<file path="src/rtl/memips_pkg.sv">
// -----------------------------------------------------------------------------
// memips_pkg
// Shared types and constants for the instruction fetch path.
//   addr_t        : 32-bit byte address
//   inst_t        : 32-bit instruction word
//   RESET_PC      : default first fetch address after reset
//   INST_NOP      : value driven on the decode instruction bus when idle
//   fetch_entry_t : {pc, inst} pair stored in the fetch queues (64 bits)
//   align_pc()    : clears the byte-offset bits of an address
// -----------------------------------------------------------------------------
package memips_pkg;

    typedef logic [31:0] addr_t;
    typedef logic [31:0] inst_t;

    localparam addr_t RESET_PC = 32'h0000_0000;
    localparam inst_t INST_NOP = 32'h0000_0000;

    typedef struct packed {
        addr_t pc;
        inst_t inst;
    } fetch_entry_t;

    // Instructions are word aligned; the two low address bits are dropped.
    function automatic addr_t align_pc(input addr_t addr);
        return addr & 32'hFFFF_FFFC;
    endfunction

endpackage

</file>
<file path="src/rtl/fetch_fifo.sv">
// -----------------------------------------------------------------------------
// fetch_fifo
// Small synchronous FIFO used twice inside fetch_unit: once as the in-flight
// request tag queue and once as the instruction buffer feeding decode.
//   clk        : clock, all state on rising edge
//   rst_n      : asynchronous active-low reset (pointers and count only)
//   flush      : empties the FIFO; overrides push and pop in the same cycle
//   push       : write push_data at the tail
//   push_data  : entry to write
//   pop        : remove the head entry
//   head       : current head entry (valid while count != 0)
//   count      : number of stored entries, 0..DEPTH
// -----------------------------------------------------------------------------
module fetch_fifo
#(
    parameter int DEPTH = 2,
    parameter int WIDTH = 64
)
(
    input  logic                         clk,
    input  logic                         rst_n,
    input  logic                         flush,
    input  logic                         push,
    input  logic [WIDTH-1:0]             push_data,
    input  logic                         pop,
    output logic [WIDTH-1:0]             head,
    output logic [$clog2(DEPTH+1)-1:0]   count
);
    import memips_pkg::*;

    localparam int PW = (DEPTH > 1) ? $clog2(DEPTH) : 1;
    localparam int CW = $clog2(DEPTH + 1);

    // Storage needs no reset: nothing is read until count says it was written.
    logic [WIDTH-1:0] mem_reg [DEPTH];
    logic [PW-1:0]    rd_ptr_reg;
    logic [PW-1:0]    wr_ptr_reg;
    logic [CW-1:0]    count_reg;

    logic full;
    logic empty;
    logic do_push;
    logic do_pop;

    assign empty   = (count_reg == '0);
    assign full    = (count_reg == CW'(DEPTH));
    assign do_pop  = pop && !empty && !flush;
    // A full FIFO can still accept a write when the head leaves in the same cycle.
    assign do_push = push && !flush && (!full || do_pop);

    // Pointer wrap that also works for non-power-of-two depths.
    function automatic logic [PW-1:0] ptr_inc(input logic [PW-1:0] ptr);
        if (ptr == PW'(DEPTH - 1)) begin
            return '0;
        end
        return ptr + PW'(1);
    endfunction

    always_ff @(posedge clk) begin
        if (do_push) begin
            mem_reg[wr_ptr_reg] <= push_data;
        end
    end

    always_ff @(posedge clk or negedge rst_n) begin
        if (!rst_n) begin
            rd_ptr_reg <= '0;
            wr_ptr_reg <= '0;
            count_reg  <= '0;
        end else if (flush) begin
            rd_ptr_reg <= '0;
            wr_ptr_reg <= '0;
            count_reg  <= '0;
        end else begin
            if (do_push) begin
                wr_ptr_reg <= ptr_inc(wr_ptr_reg);
            end
            if (do_pop) begin
                rd_ptr_reg <= ptr_inc(rd_ptr_reg);
            end
            case ({do_push, do_pop})
                2'b10:   count_reg <= count_reg + CW'(1);
                2'b01:   count_reg <= count_reg - CW'(1);
                default: count_reg <= count_reg;
            endcase
        end
    end

    assign head  = mem_reg[rd_ptr_reg];
    assign count = count_reg;

    // The fetch unit's issue rule makes both of these unreachable; if either
    // fires, the occupancy accounting upstream is broken.
    a_no_write_when_full: assert property (
        @(posedge clk) disable iff (!rst_n) !(push && !flush && full && !pop));
    a_no_pop_when_empty: assert property (
        @(posedge clk) disable iff (!rst_n) !(pop && empty));

endmodule

</file>
<file path="src/rtl/fetch_unit.sv">
// -----------------------------------------------------------------------------
// fetch_unit
// Instruction fetch front end: issues word-aligned fetch requests, matches the
// in-order memory responses to their addresses, buffers them and hands them
// to decode. Redirects from execute flush the buffer and discard every
// response still owed for requests issued before the redirect.
//   clk, rst_n         : clock / asynchronous active-low reset
//   imem_req_valid     : fetch request valid
//   imem_req_ready     : memory accepts the request
//   imem_req_addr      : fetch address (always the current pc)
//   imem_resp_valid    : in-order response, never back-pressured
//   imem_resp_data     : instruction word of the response
//   redirect_valid     : redirect from execute
//   redirect_pc        : new fetch address (bits [1:0] ignored)
//   id_valid/id_ready  : decode handshake
//   id_inst, id_pc     : instruction and its address
// -----------------------------------------------------------------------------
module fetch_unit
#(
    parameter logic [31:0] RESET_PC = memips_pkg::RESET_PC,
    parameter int          DEPTH    = 2
)
(
    input  logic        clk,
    input  logic        rst_n,
    output logic        imem_req_valid,
    input  logic        imem_req_ready,
    output logic [31:0] imem_req_addr,
    input  logic        imem_resp_valid,
    input  logic [31:0] imem_resp_data,
    input  logic        redirect_valid,
    input  logic [31:0] redirect_pc,
    output logic        id_valid,
    input  logic        id_ready,
    output logic [31:0] id_inst,
    output logic [31:0] id_pc
);
    import memips_pkg::*;

    localparam int CW = $clog2(DEPTH + 1);

    addr_t        pc_reg;
    logic [CW-1:0] drop_reg;

    logic [CW-1:0] tag_count;
    logic [CW-1:0] buf_count;
    fetch_entry_t  tag_head;
    fetch_entry_t  buf_head;
    fetch_entry_t  tag_wdata;
    fetch_entry_t  buf_wdata;

    logic          req_fire;
    logic          id_fire;
    logic          resp_keep;
    logic [CW:0]   occupancy;
    logic          unused_tag_inst;

    assign req_fire = imem_req_valid && imem_req_ready;
    assign id_fire  = id_valid && id_ready;

    // A response is written to the buffer only if it belongs to the current
    // instruction stream: not in a redirect cycle and not owed to a flushed
    // stream.
    assign resp_keep = imem_resp_valid && !redirect_valid && (drop_reg == '0);

    // Slots already claimed: requests in flight plus buffered instructions,
    // less the one decode is taking this cycle. One extra bit holds 2*DEPTH.
    assign occupancy = {1'b0, tag_count} + {1'b0, buf_count} - (CW+1)'(id_fire);

    // rst_n gates the request so nothing is offered while reset is held.
    assign imem_req_valid = rst_n && !redirect_valid && (occupancy < (CW+1)'(DEPTH));
    assign imem_req_addr  = pc_reg;

    always_ff @(posedge clk or negedge rst_n) begin
        if (!rst_n) begin
            pc_reg <= RESET_PC;
        end else if (redirect_valid) begin
            pc_reg <= align_pc(redirect_pc);
        end else if (req_fire) begin
            pc_reg <= pc_reg + 32'd4;
        end
    end

    // Drop counter: on a redirect every request still in flight after this
    // cycle is stale, including any already being dropped for an earlier
    // redirect, so the count is simply the tag-queue occupancy left over.
    // No request is issued in a redirect cycle, so nothing new is pushed.
    always_ff @(posedge clk or negedge rst_n) begin
        if (!rst_n) begin
            drop_reg <= '0;
        end else if (redirect_valid) begin
            drop_reg <= tag_count - CW'(imem_resp_valid);
        end else if (imem_resp_valid && (drop_reg != '0)) begin
            drop_reg <= drop_reg - CW'(1);
        end
    end

    // Tag queue: remembers the address of each accepted request so the
    // in-order response can be paired with its pc. Never flushed; stale tags
    // drain through the drop counter.
    assign tag_wdata = '{pc: pc_reg, inst: INST_NOP};

    fetch_fifo #(
        .DEPTH (DEPTH),
        .WIDTH ($bits(fetch_entry_t))
    ) u_tag_q (
        .clk       (clk),
        .rst_n     (rst_n),
        .flush     (1'b0),
        .push      (req_fire),
        .push_data (tag_wdata),
        .pop       (imem_resp_valid),
        .head      (tag_head),
        .count     (tag_count)
    );

    assign unused_tag_inst = ^tag_head.inst;

    // Instruction buffer: registered hand-off to decode (no response bypass).
    assign buf_wdata = '{pc: tag_head.pc, inst: imem_resp_data};

    fetch_fifo #(
        .DEPTH (DEPTH),
        .WIDTH ($bits(fetch_entry_t))
    ) u_inst_buf (
        .clk       (clk),
        .rst_n     (rst_n),
        .flush     (redirect_valid),
        .push      (resp_keep),
        .push_data (buf_wdata),
        .pop       (id_fire),
        .head      (buf_head),
        .count     (buf_count)
    );

    // Buffer storage is not reset, so the decode payload is forced to zero
    // whenever nothing valid is presented.
    assign id_valid = (buf_count != '0);
    assign id_inst  = id_valid ? buf_head.inst : INST_NOP;
    assign id_pc    = id_valid ? buf_head.pc   : 32'h0000_0000;

endmodule

</file>
<file path="config.mk">
export PLATFORM = sky130hd
export DESIGN_NAME = fetch_unit
export DESIGN_NICKNAME = d
export VERILOG_FILES = /design/src/rtl/memips_pkg.sv /design/src/rtl/fetch_fifo.sv /design/src/rtl/fetch_unit.sv
export SDC_FILE = /design/constraint.sdc
export NUM_CORES = 1
export LEC_CHECK = 0
export CORE_AREA = 2 2 160 162
export DETAILED_ROUTE_END_ITERATION = 8
export DIE_AREA = 0 0 162 164
export PLACE_DENSITY_LB_ADDON = 0.25
export SYNTH_ARGS = -nofsm -noshare
export SYNTH_HDL_FRONTEND = slang
export SYNTH_HIERARCHICAL = 1
export SYNTH_SLANG_ARGS = --single-unit
</file>
<file path="constraint.sdc">
create_clock -name clk -period 7.7 [get_ports clk]
set_input_delay 1.54 -clock clk [delete_from_list [all_inputs] [get_ports clk]]
set_output_delay 1.54 -clock clk [all_outputs]
set_load 0.02 [all_outputs]
</file>
==> impl_metrics.toml <==
[timing]
period_share_pct = 77.9
fin_tns_setup_ns = 0
fmax_mhz = 167
tightest_slew_ns = 1.05
slew_viol_final = 0
clock_skew_ns = 0.0151
slew_headroom_pct = 30.3
fin_crit_ns = 5.99
setup_viol = 0
rsz0062_at_grt = "no"
hold_viol = 0

[routing]
wl_per_cell_um = 18.1
first_pass_iters = 7
drt-total-wl_um = 21900
vias = 6306
drc_errors = 0
drt_iter0_markers = 430
post_drt_via_cell_ratio = 5.21
ant_nets = 0

[clock_tree]
cts_max_level = 1
cts_tree = "done"
clk_path_buf_depth = 3
cts-hold-fix-buffers = 0
post_cts_resized = 0
cts-root-buf = "clkbuf_16"
postCtsSetupBuffers = 0
clk_pin_slew_ns = 0.06
clock-sinks = 232
cts_buffers = 25
clk_latency_ns = 0.51

[setup_path]
crit_path_start_kind = "input port"
r2r_cells = 12
worstPathRequired_ns = 6.16
cp.arrival_ns = 4.45
critPathMaxFanout = 7
path_class = "input port to output port"
cp-end-kind = "output port"

[status]
status = "finished, final reports clean"

[finish]
fin_util_pct = 52.4
n_antenna_cell = 0
fin_nets = 937
synthToLayoutAreaGrowth_pct = 28.0
drive_above_1_share_pct = 13.9
largest_register_ffs = 128

[global_route]
met1_usage_pct = 23.5
first_global_vias = 6325
grt_usage_pct = 16.7
globalRouteMet3Util_pct = 3.26
gr-total-overflow = 0
grt.busiest_layer = "met2"
use_met2_pct = 26.4
grt_pass1_wl_um = 34800
grt_max_degree = 66
antenna_found_initial = 0

[power_and_ir_drop]
p_leak_nw = 4.46
power_w = 0.00295
power.density_nw_per_um2 = 226
vdd_drop_max_mv = 0.121

[floorplanning]
rows = 58
die_h_um = 164
coreArea_um2 = 24800
start_util_pct = 41.0
pin_count = 168
die_area_um2 = 26600
die_w_um = 162

[min_path]
hold_path.class = "register to register"
min_path_cells = 1

[synthesis]
avgSynthCellArea_um2 = 14.9
yosysWarningCount = 6
syn_inst = 684
syn_area_um2 = 10200

[flow_run]
cap_violations = 0

[placed_design]
portBuffers = 163
gp_congestion = 0.859
dp_hpwl_um = 13800
[routing by layer]
layer / vias up / part of all wire (%)
met5: - / 0
met4: 0 / 2.3
met3: 32 / 6.9
met2: 224 / 46
met1: 3088 / 45
li1: 2962 / -
[stage by stage]
step	hold slack, ns	instance area (µm²)	setup slack (ns)	cells
after floorplan	0.516	10200	0.171	696
after global placement	0.527	12100	1.73	1164
after detailed placement	0.535	12100	1.72	1164
after CTS	0.549	13000	1.70	1210
after global routing	0.574	13000	1.55	1210
final	0.545	13000	1.71	1210
[critical path, stage by stage]
cell	delay, ns
clkdlybuf4s50_1	0.50
and2_1	0.30
ha_1	0.28
nand2b_1	0.16
fa_1	0.44
xor2_2	0.32
and4_1	0.28
clkdlybuf4s50_1	0.63
[final timing paths]
kind / from / slack [ns] / end
min in group asynchronous: rst_n / 1.09 / imem_req_addr[24]$_DFFE_PN0P_
max reg2reg: u_inst_buf/count[0]$_DFFE_PN0P_ / 3.27 / u_tag_q/mem_reg[1][54]$_DFFE_PP_
max: id_ready / 1.71 / imem_req_valid
min: u_tag_q/mem_reg[0][55]$_DFFE_PP_ / 0.55 / u_inst_buf/mem_reg[0][55]$_DFFE_PP_
max in group asynchronous: rst_n / 6.19 / u_inst_buf/rd_ptr_reg$_DFFE_PN0P_
min reg2reg: u_tag_q/mem_reg[0][55]$_DFFE_PP_ / 0.55 / u_inst_buf/mem_reg[0][55]$_DFFE_PP_
[power by group]
group	internal (W)	switching, W	leakage, nW	total, W
clock	0.000773	0.000463	0.421	0.00124
combinational	0.000127	0.000132	1.81	0.000259
sequential	0.00140	0.0000521	2.23	0.00145
total	0.00230	0.000647	4.46	0.00295
[area by class of cell]
cell class,count,area [µm²]
clock inverters,16,206
clock buffers,30,654
repair buffers,173,1710
well taps,330,413
flip-flops and latches,232,6770
fillers,2094,11800
multi-input cells,415,3200
inverters,14,52.6
[cell usage in the layout, fill, tap and decap left out, types with 3 or more instances in the layout]
cell type	count
xnor2_1	3
nor2_1	17
mux2_1	45
o21ai_0	16
nand2_1	30
o31a_1	3
clkbuf_16	25
and4_1	5
clkinv_2	5
or4_1	6
nand3b_1	3
inv_1	14
mux2_2	51
nor4_2	3
a21oi_1	8
nor4_1	6
o211ai_1	7
or3_1	3
ha_1	5
nand3_1	22
clkinv_1	4
nor2b_1	3
mux2i_1	5
clkbuf_1	4
nor3_1	8
buf_4	9
and3_1	5
edfxtp_1	192
bufinv_16	5
nand4_1	11
dfrtp_1	39
conb_1	13
nand2b_1	4
o311ai_0	11
a22oi_1	4
a221o_1	7
a31oi_1	4
clkdlybuf4s50_1	162
and2_1	69
No activity file was read; power rests on OpenSTA's default activity.
